===== src/rtl/loader_pkg.sv =====
// Shared definitions for the boot-time image loader.
package loader_pkg;

    // Loader FSM states
    typedef enum logic [2:0] {
        StLen0,
        StLen1,
        StData,
        StWrite,
        StChk,
        StDone,
        StError
    } state_e;

    // Frame layout: 2 header bytes, 4 bytes per word, 1 checksum byte
    localparam int unsigned HeaderLen    = 2;
    localparam int unsigned TrailerLen   = 1;
    localparam int unsigned BytesPerWord = 4;
    localparam int unsigned ChkWidth     = 8;

    // Total bytes in a well-formed frame carrying n words
    function automatic int unsigned frame_bytes(input int unsigned n);
        return HeaderLen + BytesPerWord * n + TrailerLen;
    endfunction

endpackage


===== src/rtl/word_packer.sv =====
// Assembles little-endian 32-bit words from a byte stream and keeps a running XOR checksum.
module word_packer
    import loader_pkg::*;
(
    input  logic                clk_i,
    input  logic                rst_ni,
    input  logic                clear_i,
    input  logic                load_i,
    input  logic [7:0]          byte_i,
    output logic [31:0]         word_o,
    output logic                last_o,
    output logic [ChkWidth-1:0] chk_o
);

    logic [1:0]          lane_q, lane_d;
    logic [31:0]         word_q, word_d;
    logic [ChkWidth-1:0] chk_q, chk_d;
    logic [31:0]         word_ins;

    // Next-state for lane counter, word register and checksum
    always_comb begin
        word_ins                 = word_q;
        word_ins[8*lane_q +: 8]  = byte_i;
        lane_d                   = lane_q;
        word_d                   = word_q;
        chk_d                    = chk_q;
        if (clear_i) begin
            lane_d = 2'd0;
            word_d = 32'd0;
            chk_d  = '0;
        end else if (load_i) begin
            lane_d = lane_q + 2'd1;
            word_d = word_ins;
            chk_d  = chk_q ^ byte_i;
        end
    end

    // State registers
    always_ff @(posedge clk_i or negedge rst_ni) begin
        if (!rst_ni) begin
            lane_q <= 2'd0;
            word_q <= 32'd0;
            chk_q  <= '0;
        end else begin
            lane_q <= lane_d;
            word_q <= word_d;
            chk_q  <= chk_d;
        end
    end

    // word_o already contains the byte being loaded so the last lane completes the word
    assign word_o = word_ins;
    assign last_o = (lane_q == 2'(BytesPerWord - 1));
    assign chk_o  = chk_q;

endmodule


===== src/rtl/ext_mem_loader.sv =====
// Framed byte-stream loader: writes a little-endian word image into CPU memory and holds the
// CPU in reset until the image checksum is verified.
module ext_mem_loader
    import loader_pkg::*;
#(
    parameter logic [31:0] BASE_ADDR = 32'h0000_0000,
    parameter int unsigned MAX_WORDS = 1024
) (
    input  logic        clk,
    input  logic        reset,
    input  logic        in_valid,
    input  logic [7:0]  in_data,
    output logic        in_ready,
    input  logic        restart,
    output logic        Ext_MemWrite,
    output logic [31:0] Ext_WriteData,
    output logic [31:0] Ext_DataAdr,
    output logic        cpu_reset,
    output logic        done,
    output logic        error,
    output logic [15:0] words_written
);

    state_e      state_q, state_d;
    logic        in_ready_q, in_ready_d;
    logic [7:0]  len_lo_q, len_lo_d;
    logic [15:0] n_q, n_d;
    logic [31:0] addr_q, addr_d;
    logic [31:0] wdata_q, wdata_d;
    logic        memwrite_q, memwrite_d;
    logic        cpu_reset_q, cpu_reset_d;
    logic        done_q, done_d;
    logic        error_q, error_d;
    logic [15:0] words_q, words_d;

    logic                xfer;
    logic                pk_clear, pk_load, pk_last;
    logic [31:0]         pk_word;
    logic [ChkWidth-1:0] pk_chk;
    logic [15:0]         n_new;
    logic [15:0]         words_inc;

    word_packer u_word_packer (
        .clk_i   (clk),
        .rst_ni  (reset),
        .clear_i (pk_clear),
        .load_i  (pk_load),
        .byte_i  (in_data),
        .word_o  (pk_word),
        .last_o  (pk_last),
        .chk_o   (pk_chk)
    );

    assign xfer      = in_valid & in_ready_q;
    assign n_new     = {in_data, len_lo_q};
    assign words_inc = words_q + 16'd1;

    // FSM next-state and registered-output next values
    always_comb begin
        state_d     = state_q;
        len_lo_d    = len_lo_q;
        n_d         = n_q;
        addr_d      = addr_q;
        wdata_d     = wdata_q;
        memwrite_d  = 1'b0;
        cpu_reset_d = cpu_reset_q;
        done_d      = done_q;
        error_d     = error_q;
        words_d     = words_q;
        pk_clear    = 1'b0;
        pk_load     = 1'b0;

        unique case (state_q)
            StLen0: begin
                if (xfer) begin
                    len_lo_d = in_data;
                    state_d  = StLen1;
                end
            end
            StLen1: begin
                if (xfer) begin
                    n_d      = n_new;
                    pk_clear = 1'b1;
                    if ({16'd0, n_new} > 32'(MAX_WORDS)) begin
                        state_d = StError;
                        error_d = 1'b1;
                    end else if (n_new == 16'd0) begin
                        state_d = StChk;
                    end else begin
                        state_d = StData;
                        addr_d  = BASE_ADDR;
                    end
                end
            end
            StData: begin
                if (xfer) begin
                    pk_load = 1'b1;
                    if (pk_last) begin
                        wdata_d    = pk_word;
                        memwrite_d = 1'b1;
                        state_d    = StWrite;
                    end
                end
            end
            StWrite: begin
                words_d = words_inc;
                if (words_inc == n_q) begin
                    state_d = StChk;
                end else begin
                    state_d = StData;
                    addr_d  = addr_q + 32'd4;
                end
            end
            StChk: begin
                if (xfer) begin
                    if (in_data == pk_chk) begin
                        state_d     = StDone;
                        cpu_reset_d = 1'b0;
                        done_d      = 1'b1;
                    end else begin
                        state_d = StError;
                        error_d = 1'b1;
                    end
                end
            end
            StDone: begin
                if (restart) begin
                    state_d     = StLen0;
                    cpu_reset_d = 1'b1;
                    done_d      = 1'b0;
                    words_d     = 16'd0;
                end
            end
            StError: begin
                // Bytes are accepted and dropped until restart
                if (restart) begin
                    state_d = StLen0;
                    error_d = 1'b0;
                    words_d = 16'd0;
                end
            end
            default: state_d = StLen0;
        endcase

        // Ready is a registered copy of "next state accepts bytes"
        in_ready_d = (state_d == StLen0) || (state_d == StLen1) || (state_d == StData) ||
                     (state_d == StChk)  || (state_d == StError);
    end

    // State and output registers
    always_ff @(posedge clk or negedge reset) begin
        if (!reset) begin
            state_q     <= StLen0;
            in_ready_q  <= 1'b0;
            len_lo_q    <= 8'd0;
            n_q         <= 16'd0;
            addr_q      <= BASE_ADDR;
            wdata_q     <= 32'd0;
            memwrite_q  <= 1'b0;
            cpu_reset_q <= 1'b1;
            done_q      <= 1'b0;
            error_q     <= 1'b0;
            words_q     <= 16'd0;
        end else begin
            state_q     <= state_d;
            in_ready_q  <= in_ready_d;
            len_lo_q    <= len_lo_d;
            n_q         <= n_d;
            addr_q      <= addr_d;
            wdata_q     <= wdata_d;
            memwrite_q  <= memwrite_d;
            cpu_reset_q <= cpu_reset_d;
            done_q      <= done_d;
            error_q     <= error_d;
            words_q     <= words_d;
        end
    end

    assign in_ready      = in_ready_q;
    assign Ext_MemWrite  = memwrite_q;
    assign Ext_WriteData = wdata_q;
    assign Ext_DataAdr   = addr_q;
    assign cpu_reset     = cpu_reset_q;
    assign done          = done_q;
    assign error         = error_q;
    assign words_written = words_q;

endmodule

===== config.mk =====
export PLATFORM = sky130hd
export DESIGN_NAME = ext_mem_loader
export DESIGN_NICKNAME = d
export VERILOG_FILES = /design/src/rtl/loader_pkg.sv /design/src/rtl/word_packer.sv /design/src/rtl/ext_mem_loader.sv
export SDC_FILE = /design/constraint.sdc
export NUM_CORES = 1
export LEC_CHECK = 0
export ABC_AREA = 1
export CORE_UTILIZATION = 43
export CTS_CLUSTER_SIZE = 16
export DETAILED_ROUTE_END_ITERATION = 6
export SLEW_MARGIN = 20
export SYNTH_ARGS = -nofsm -noshare
export SYNTH_HDL_FRONTEND = slang
export SYNTH_SLANG_ARGS = --single-unit

===== constraint.sdc =====
create_clock -name clk -period 3.55 [get_ports clk]
set_clock_uncertainty 0.1 [all_clocks]
set_input_delay 0.71 -clock clk [delete_from_list [all_inputs] [get_ports clk]]
set_output_delay 0.71 -clock clk [all_outputs]
set_load 0.005 [all_outputs]

==> qor.csv, run 1 <==
stage,metric,value,unit
global_route,grt_pass1_vias,6927,
floorplan,rows,50,
sta,setup_violations,0,
power_and_ir_drop,power_frac_seq,37.3,%
power_and_ir_drop,powerDensity,744,mW/mm^2
run,drv_cap,0,
final_layout,n_antenna_cell,0,
global_route,grt_max_degree,75,
power_and_ir_drop,combPwrFrac,38.8,%
final_layout,multi_input_area,0.00377,sq mm
setup_path,critPathSlowestCell,clkdlybuf4s50_1,
cts,cts.clk_slew.worst_paths,0.06,ns
final_layout,drive_gt1_share,7.77,%
worst_hold_path,min_path_type,input pin to async pin,
cts,cts_buffer_depth,2,
setup_path,rr_worst_depth,13,
global_route,track_usage,23.1,%
yosys,synthCells,1031,
routing,route.met3.wl,1010,um
yosys,synth_simple_gate_area_share,27.4,%
power_and_ir_drop,peakVddDrop,0.422,mV
sta,max_freq,0.364,GHz
setup_path,cpPeakStageDelay,0.45,ns
sta,timing.hold.ws,0.226,ns
floorplan,dieWidth,140,um
final_layout,fillers,1811,
power_and_ir_drop,power.switching,2.84,mW
sta,tns,0,ns
place,place_ws,0.389,ns
sta,rsz0062_at_grt,false,
cts,cts_resized,0,
place,place_hpwl,15000,um
run_status,status,finished clean,
yosys,ys_warn_count,0,
final_layout,seq_area,0.00380,sq mm
power_and_ir_drop,p_leak,4.41,nW
yosys,avgSynthCellArea,7.92,sq um
yosys,synth_top_family_by_area,simple AND/OR/NAND/NOR gates,
setup_path,cp.arrival,2.96,ns
sta,worstMarginPinSlew,0.737,ns
floorplan,die_h,140,um
global_route,grt_pass1_wl,35800,um
routing,met2_length,9790,um
cts,cts-root-buf,clkbuf_16,
setup_path,cp_max_fo,30,
setup_path,cp.required,3.76,ns
setup_path,end_kind,flop,
cts,postCtsHoldBufs,0,
floorplan,die-area,0.0195,sq mm
yosys,yosys.area_share.adder,1.23,%
floorplan,ioPinCount,97,
routing,top_layer_used,met4,
place,dp.cells,1335,
cts,cts_tree,built,
routing,initialDrtViolationCount,477,
global_route,gr-total-overflow,0,
power_and_ir_drop,swShare,38.4,%
setup_path,r2r_slack,0.96,ns
final_layout,syn_to_final_growth,21.9,%
floorplan,core-area,0.0186,sq mm
yosys,ys_async_sr_fraction,100,%
routing,drt-pass1-iter-count,5,
sta,slew_headroom,50.9,%
final_layout,fin_cells,1367,
routing,wl_per_cell,15.7,um
cts,numCtsBuffers,17,
yosys,synth_cell_types,33,
cts,cts_sinks,152,
place,portBuffers,94,
final_layout,nNetsFinal,1140,
cts,clkLatencyLatePin,0.43,ns
global_route,antenna_found_initial,0,
setup_path,worst_path_most_repeated_cell,nand2_1,
floorplan,initial_core_util,43.8,%
yosys,synth_mux_area_share,3.31,%
sta,finalMaxSlewViolations,0,
sta,layout_min_cycle_time,2.75,ns
yosys,synth-seq-cells,152,
power_and_ir_drop,internal-power,4.56,mW
yosys,ys_seq_area_share,46.6,%
power_and_ir_drop,clkPwrFrac,23.8,%
yosys,synth-compound-area-share,9.48,%
cts,cts_max_level,4,
yosys,synth_xor_area_share,4.35,%
routing,via_per_inst,5.32,
setup_path,r2r-start,words_written[0],
sta,timing.final.hold_violations,0,
routing,ant_nets,0,
cts,post_cts_buffers,0,
place,finalWeightedCongestion,0.872,
routing,routed_wirelength,21400,um
sta,post-route-period-util,77.4,%
setup_path,worstSetupStartpointType,input pin,
routing,drt-met1-wl,10100,um
power_and_ir_drop,power,7.41,mW
routing,vias,7271,
routing,drc_errors,0,
yosys,synth_ff_type,dfrtp_1,
sta,fin_ws,0.801,ns
setup_path,r2r-end,Ext_DataAdr[20],
setup_path,path_cells,clkdlybuf4s50_1 -> inv_1 -> nand2_1 -> nor4_1 -> o21ai_0 -> inv_1 -> nand2_1 -> a21oi_2 -> nand2_4 -> nand2_1 -> nand2_1,
yosys,netlist_area,0.00817,sq mm
yosys,synth_edf_count,0,
setup_path,crit_type,input pin to flop,
[cells in the final DEF (no fill, tap or decap), drive strengths merged]
| cell type | n |
|---|---|
| nor4 | 8 |
| clkinvlp | 6 |
| clkinv | 7 |
| nor2 | 114 |
| o21ai | 63 |
| nand2 | 250 |
| xnor2 | 9 |
| inv | 114 |
| nor3b | 3 |
| a21oi | 12 |
| conb | 2 |
| nand3 | 102 |
| a31oi | 7 |
| buf | 16 |
| a32o | 8 |
| clkdlybuf4s50 | 93 |
| o22ai | 44 |
| dfstp | 1 |
| nand3b | 6 |
| ha | 8 |
| xnor3 | 1 |
| dfrtp | 151 |
| nand4 | 18 |
| xor2 | 29 |
| clkbuf | 19 |
| nor3 | 17 |
| mux2 | 24 |
| bufinv | 1 |
[state kept, by name, summed over array words and instances, names as in the netlist, 2 cells and up]
register              count
state_q                   3
n_q                      16
len_lo_q                  8
words_written            16
u_word_packer.chk_o       8
u_word_packer.word_q     32
Ext_WriteData            32
Ext_DataAdr              30
u_word_packer.lane_q      2
[layout make-up]
| type | count | share of cell area [%] |
|---|---|---|
| repair buffers | 109 | 10.8 |
| inverters | 115 | 4.34 |
| well taps | 234 | 2.94 |
| clock buffers | 19 | 4.55 |
| clock inverters | 13 | 1.24 |
| multi-input cells | 725 | 37.8 |
| flip-flops and latches | 152 | 38.2 |
[cell families after synthesis]
family,after synthesis
AOI/OAI and AO/OA,134
muxes,24
and+or+nand+nor,518
buffers and inverters,155
xor gates and xnor gates,39
adders and majority gates,8
other,1
DFF,152
[through the flow]
| step | util (%) | area [sq um] |
|---|---|---|
| floorplan | - | 8170 |
| global placement | 50.3 | 9380 |
| detailed placement | 50.3 | 9380 |
| CTS | 53.4 | 9950 |
| global route | 53.4 | 9950 |
| finish | 53.4 | 9950 |
[Yosys cell counts, types with 12 or more instances]
| cell type | number | area (sq um) |
|---|---|---|
| dfrtp_1 | 151 | 3780 |
| nand2_1 | 249 | 935 |
| o22ai_1 | 44 | 275 |
| nor2_1 | 108 | 405 |
| nor3_1 | 17 | 85.1 |
| nand4_1 | 18 | 113 |
| nand3_1 | 101 | 505 |
| a21oi_1 | 12 | 60.1 |
| mux2_2 | 24 | 270 |
| inv_1 | 111 | 417 |
| o21ai_0 | 63 | 315 |
| xor2_1 | 29 | 254 |
| clkbuf_1 | 25 | 93.8 |
[critical path: cells and delay by family]
| kind | cells | cell delay, ns |
|---|---|---|
| AND/OR/NAND/NOR | 6 | 0.95 |
| buffers and inverters | 3 | 0.79 |
| AO/OA/AOI/OAI | 2 | 0.50 |
[power groups by stage]
stage	Sequential (mW)	Combinational [mW]	Clock, mW
2_1_floorplan	2.69	1.81	0
4_1_cts	2.77	2.88	1.81
5_1_grt	2.86	3.23	1.86
3_5_place_dp	2.79	2.87	0
3_3_place_gp	2.78	2.84	0
6_report	2.77	2.88	1.76
[layer usage]
metal | GRT usage (%) | vias to the layer above
met5 | 0 | -
met4 | 8.39 | 0
li1 | - | 3584
met1 | 31.9 | 3432
met3 | 3.27 | 39
met2 | 36.9 | 216
[worst max-delay path by stage]
stage | from | end | slack (ns) | depth (start not counted)
after floorplan | in_data[0] | Ext_DataAdr[10] | 1.22 | 11
after CTS | in_data[6] | Ext_DataAdr[2] | 0.81 | 11
after global routing | words_written[0] | Ext_DataAdr[13] | 0.55 | 13
after global placement | in_data[6] | Ext_DataAdr[29] | 0.40 | 11
final | in_data[6] | Ext_DataAdr[9] | 0.80 | 11
after detailed placement | in_data[6] | Ext_DataAdr[9] | 0.39 | 11
(Power assumes the default switching activity.)
==> inputs of run 2 (changes only) <==
--- a/config.mk
+++ b/config.mk
@@ -9,6 +9,7 @@
 export CORE_UTILIZATION = 43
 export CTS_CLUSTER_SIZE = 16
 export DETAILED_ROUTE_END_ITERATION = 6
+export PLACE_DENSITY = 0.67
 export SLEW_MARGIN = 20
 export SYNTH_ARGS = -nofsm -noshare
 export SYNTH_HDL_FRONTEND = slang
==> constraint.sdc (replaced) <==
create_clock -name clk -period 2.3 [get_ports clk]
set_clock_uncertainty 0.1 [all_clocks]
set_input_delay 0.46 -clock clk [delete_from_list [all_inputs] [get_ports clk]]
set_output_delay 0.46 -clock clk [all_outputs]
set_load 0.005 [all_outputs]
==> qor.csv, run 2 (synthesis results as in run 1) <==
stage,metric,value,unit,change
global_route,track_usage,23.0,%,was 23.1%
routing,wl_per_cell,14.9,um,was 15.7 um
setup_path,cpPeakStageDelay,0.35,ns,was 0.45 ns
routing,ant_nets,0,,unchanged
routing,vias,7446,,was 7271
power_and_ir_drop,p_leak,4.75,nW,was 4.41 nW
global_route,grt_use_met1,31.5,%,was 31.9%
sta,post-route-period-util,97.5,%,
global_route,grt_pass1_vias,7063,,was 6927
setup_path,crit_type,flop to flop,,was input pin to flop
final_layout,postLayoutCellArea,0.0105,sq mm,was 0.00995 sq mm
cts,cts_max_level,4,,unchanged
setup_path,rr_worst_depth,13,,unchanged
setup_path,crit_family,simple AND/OR/NAND/NOR gates,,unchanged
final_layout,layout_common_cells,"nand2_1 (244), dfrtp_1 (149), inv_1 (111)",,"was nand2_1 (249), dfrtp_1 (151), inv_1 (111)"
setup_path,critPathSlowestCell,dfrtp_1,,was clkdlybuf4s50_1
power_and_ir_drop,swShare,37.7,%,was 38.4%
setup_path,critical_path_depth,13,,was 11
floorplan,ioPinCount,97,,unchanged
power_and_ir_drop,power.switching,4.45,mW,was 2.84 mW
floorplan,dieWidth,140,um,unchanged
global_route,gr-total-overflow,0,,unchanged
sta,worstMarginPinSlew,0.506,ns,was 0.737 ns
floorplan,initial_core_util,43.8,%,unchanged
cts,numCtsBuffers,17,,unchanged
global_route,top_usage_layer,met2,,unchanged
routing,drt-pass1-iter-count,5,,unchanged
setup_path,cp.required,2.51,ns,was 3.76 ns
cts,cts_sinks,152,,unchanged
routing,drc_errors,0,,unchanged
place,portBuffers,94,,unchanged
final_layout,syn_to_final_growth,28.9,%,was 21.9%
global_route,antenna_found_initial,0,,unchanged
setup_path,r2r-start,words_written[0],,unchanged
global_route,grt_pass1_wl,35800,um,about the same
final_layout,final_common_cell,nand2_1,,unchanged
routing,routed_wirelength,21300,um,was 21400 um
global_route,gr-usage-met3,4.09,%,was 3.27%
power_and_ir_drop,clkPwrFrac,22.2,%,was 23.8%
setup_path,endpoint,Ext_DataAdr[29],,was Ext_DataAdr[9]
final_layout,drive_gt1_share,13.8,%,was 7.77%
place,finalWeightedCongestion,0.929,,was 0.872
cts,cts.clk_slew.worst_paths,0.06,ns,about the same
sta,layout_min_cycle_time,2.24,ns,
cts,cts-root-buf,clkbuf_16,,unchanged
cts,clkLatencyLatePin,0.42,ns,was 0.43 ns
floorplan,die-area,0.0195,sq mm,unchanged
setup_path,worstSetupStartpointType,flop,,was input pin
sta,slew_headroom,66.3,%,was 50.9%
setup_path,end_kind,flop,,unchanged
setup_path,r2r_slack,0.06,ns,was 0.96 ns
final_layout,n_antenna_cell,0,,unchanged
setup_path,worstSetupStartpoint,words_written[0],,was in_data[6]
setup_path,cp.arrival,2.45,ns,was 2.96 ns
setup_path,path_cells,ha_2 -> nand3_1 -> nor2_2 -> nand4_1 -> nand3_1 -> nand2_1 -> nor2_1 -> nand2_1 -> nor2_4 -> nand3_4 -> buf_12 -> nand3_1 -> nand2_1,,was clkdlybuf4s50_1 -> inv_1 -> nand2_1 -> nor4_1 -> o21ai_0 -> inv_1 -> nand2_1 -> a21oi_2 -> nand2_4 -> nand2_1 -> nand2_1
power_and_ir_drop,internal-power,7.36,mW,was 4.56 mW
sta,finalMaxSlewViolations,0,,unchanged
sta,setup_violations,0,,unchanged
setup_path,cp_max_fo,26,,was 30
floorplan,die_h,140,um,unchanged
routing,initialDrtViolationCount,620,,was 477
power_and_ir_drop,combPwrFrac,42.3,%,was 38.8%
final_layout,nNetsFinal,1206,,was 1140
global_route,grt_max_degree,46,,was 75
sta,rsz0062_at_grt,true,,was false
place,placed_area,0.00988,sq mm,was 0.00938 sq mm
setup_path,r2r-end,Ext_DataAdr[29],,was Ext_DataAdr[20]
power_and_ir_drop,power_frac_seq,35.5,%,was 37.3%
place,place_hpwl,15200,um,was 15000 um
setup_path,crit_buf_inv,1,,was 3
run_status,status,finished clean,,unchanged
global_route,met2_usage,37.8,%,was 36.9%
cts,cts_buffer_depth,2,,unchanged
sta,max_freq,0.446,GHz,
routing,via_per_inst,5.20,,was 5.32
cts,cts_tree,built,,unchanged
sta,tns,0,ns,unchanged
floorplan,rows,50,,unchanged
run,drv_cap,0,,unchanged
sta,timing.final.hold_violations,0,,unchanged
power_and_ir_drop,powerDensity,1120,mW/mm^2,was 744 mW/mm^2
floorplan,core-area,0.0186,sq mm,unchanged
power_and_ir_drop,peakVddDrop,0.728,mV,was 0.422 mV
worst_hold_path,min_path_type,flop to flop,,was input pin to async pin
run 2: changes by cell type in the layout (fill, tap and decap cells not counted), sizes merged:
cell,delta
buf,+65
clkinvlp,-2
clkbuf,+1
clkinv,+1
dlygate4sd3,+1
run 2: worst min path at each step:
| stage | start | endpoint | cells after the start |
|---|---|---|---|
| 3_5_place_dp | reset | words_written[14] | 1 |
| 3_3_place_gp | reset | words_written[12] | 1 |
| 2_1_floorplan | reset | Ext_DataAdr[10] | 0 |
| 4_1_cts | len_lo_q[0] | len_lo_q[0] | 2 |
| 5_1_grt | len_lo_q[7] | len_lo_q[7] | 2 |
| 6_report | len_lo_q[7] | len_lo_q[7] | 2 |
run 2: layout make-up:
type | instances | area, sq um
inverters | 115 | 432
flip-flops and latches | 152 | 3810
multi-input cells | 725 | 3840
repair buffers | 175 | 1600
fillers | 1736 | 8120
clock buffers | 20 | 447
clock inverters | 12 | 103
well taps | 234 | 293
run 2: per-layer routing:
metal  routed length [um]  share of wire (%)
met2                10200                 48
met5                    0                  0
met4                  179               0.84
met1                 9940                 47
met3                 1010                4.7
run 2: power by group through the flow:
stage / combinational, mW / clock [mW] / sequential, mW
after floorplan: 2.80 / 0 / 4.15
after global placement: 4.81 / 0 / 4.20
after detailed placement: 4.87 / 0 / 4.22
after CTS: 4.94 / 2.67 / 4.19
after global routing: 5.57 / 2.79 / 4.32
final: 4.99 / 2.62 / 4.20
run 2: worst register-to-register path, cell delays in order, from the launching register on:
cell and delay (ns):
dfrtp_1 0.35, ha_2 0.23, nand3_1 0.15, nor2_2 0.20, nand4_1 0.17, nand3_1 0.12
nand2_1 0.06, nor2_1 0.09, nand2_1 0.09, nor2_4 0.11, nand3_4 0.13, buf_12 0.19
nand3_1 0.09, nand2_1 0.06
run 2: what timing repair did:
action	in CTS	in global routing
hold endpoints to repair	40	0
buffers inserted	0	0
cloned	0	0
pin swaps	3	1
endpoints found under the setup margin	32	32
resized for setup	12	13
hold buffers	1	0
run 2: through the flow:
step | utilization (%) | total power [mW] | std cells | hold slack, ns | setup WS [ns]
after floorplan | - | 6.94 | 1032 | 0.0644 | 0.107
after global placement | 53.0 | 9.01 | 1400 | 0.326 | -0.320
after detailed placement | 53.0 | 9.09 | 1400 | 0.326 | -0.381
after CTS | 56.2 | 11.8 | 1433 | 0.389 | 0.00345
after global routing | 56.5 | 12.7 | 1433 | 0.408 | -0.121
final | 56.5 | 11.8 | 1433 | 0.385 | 0.0565
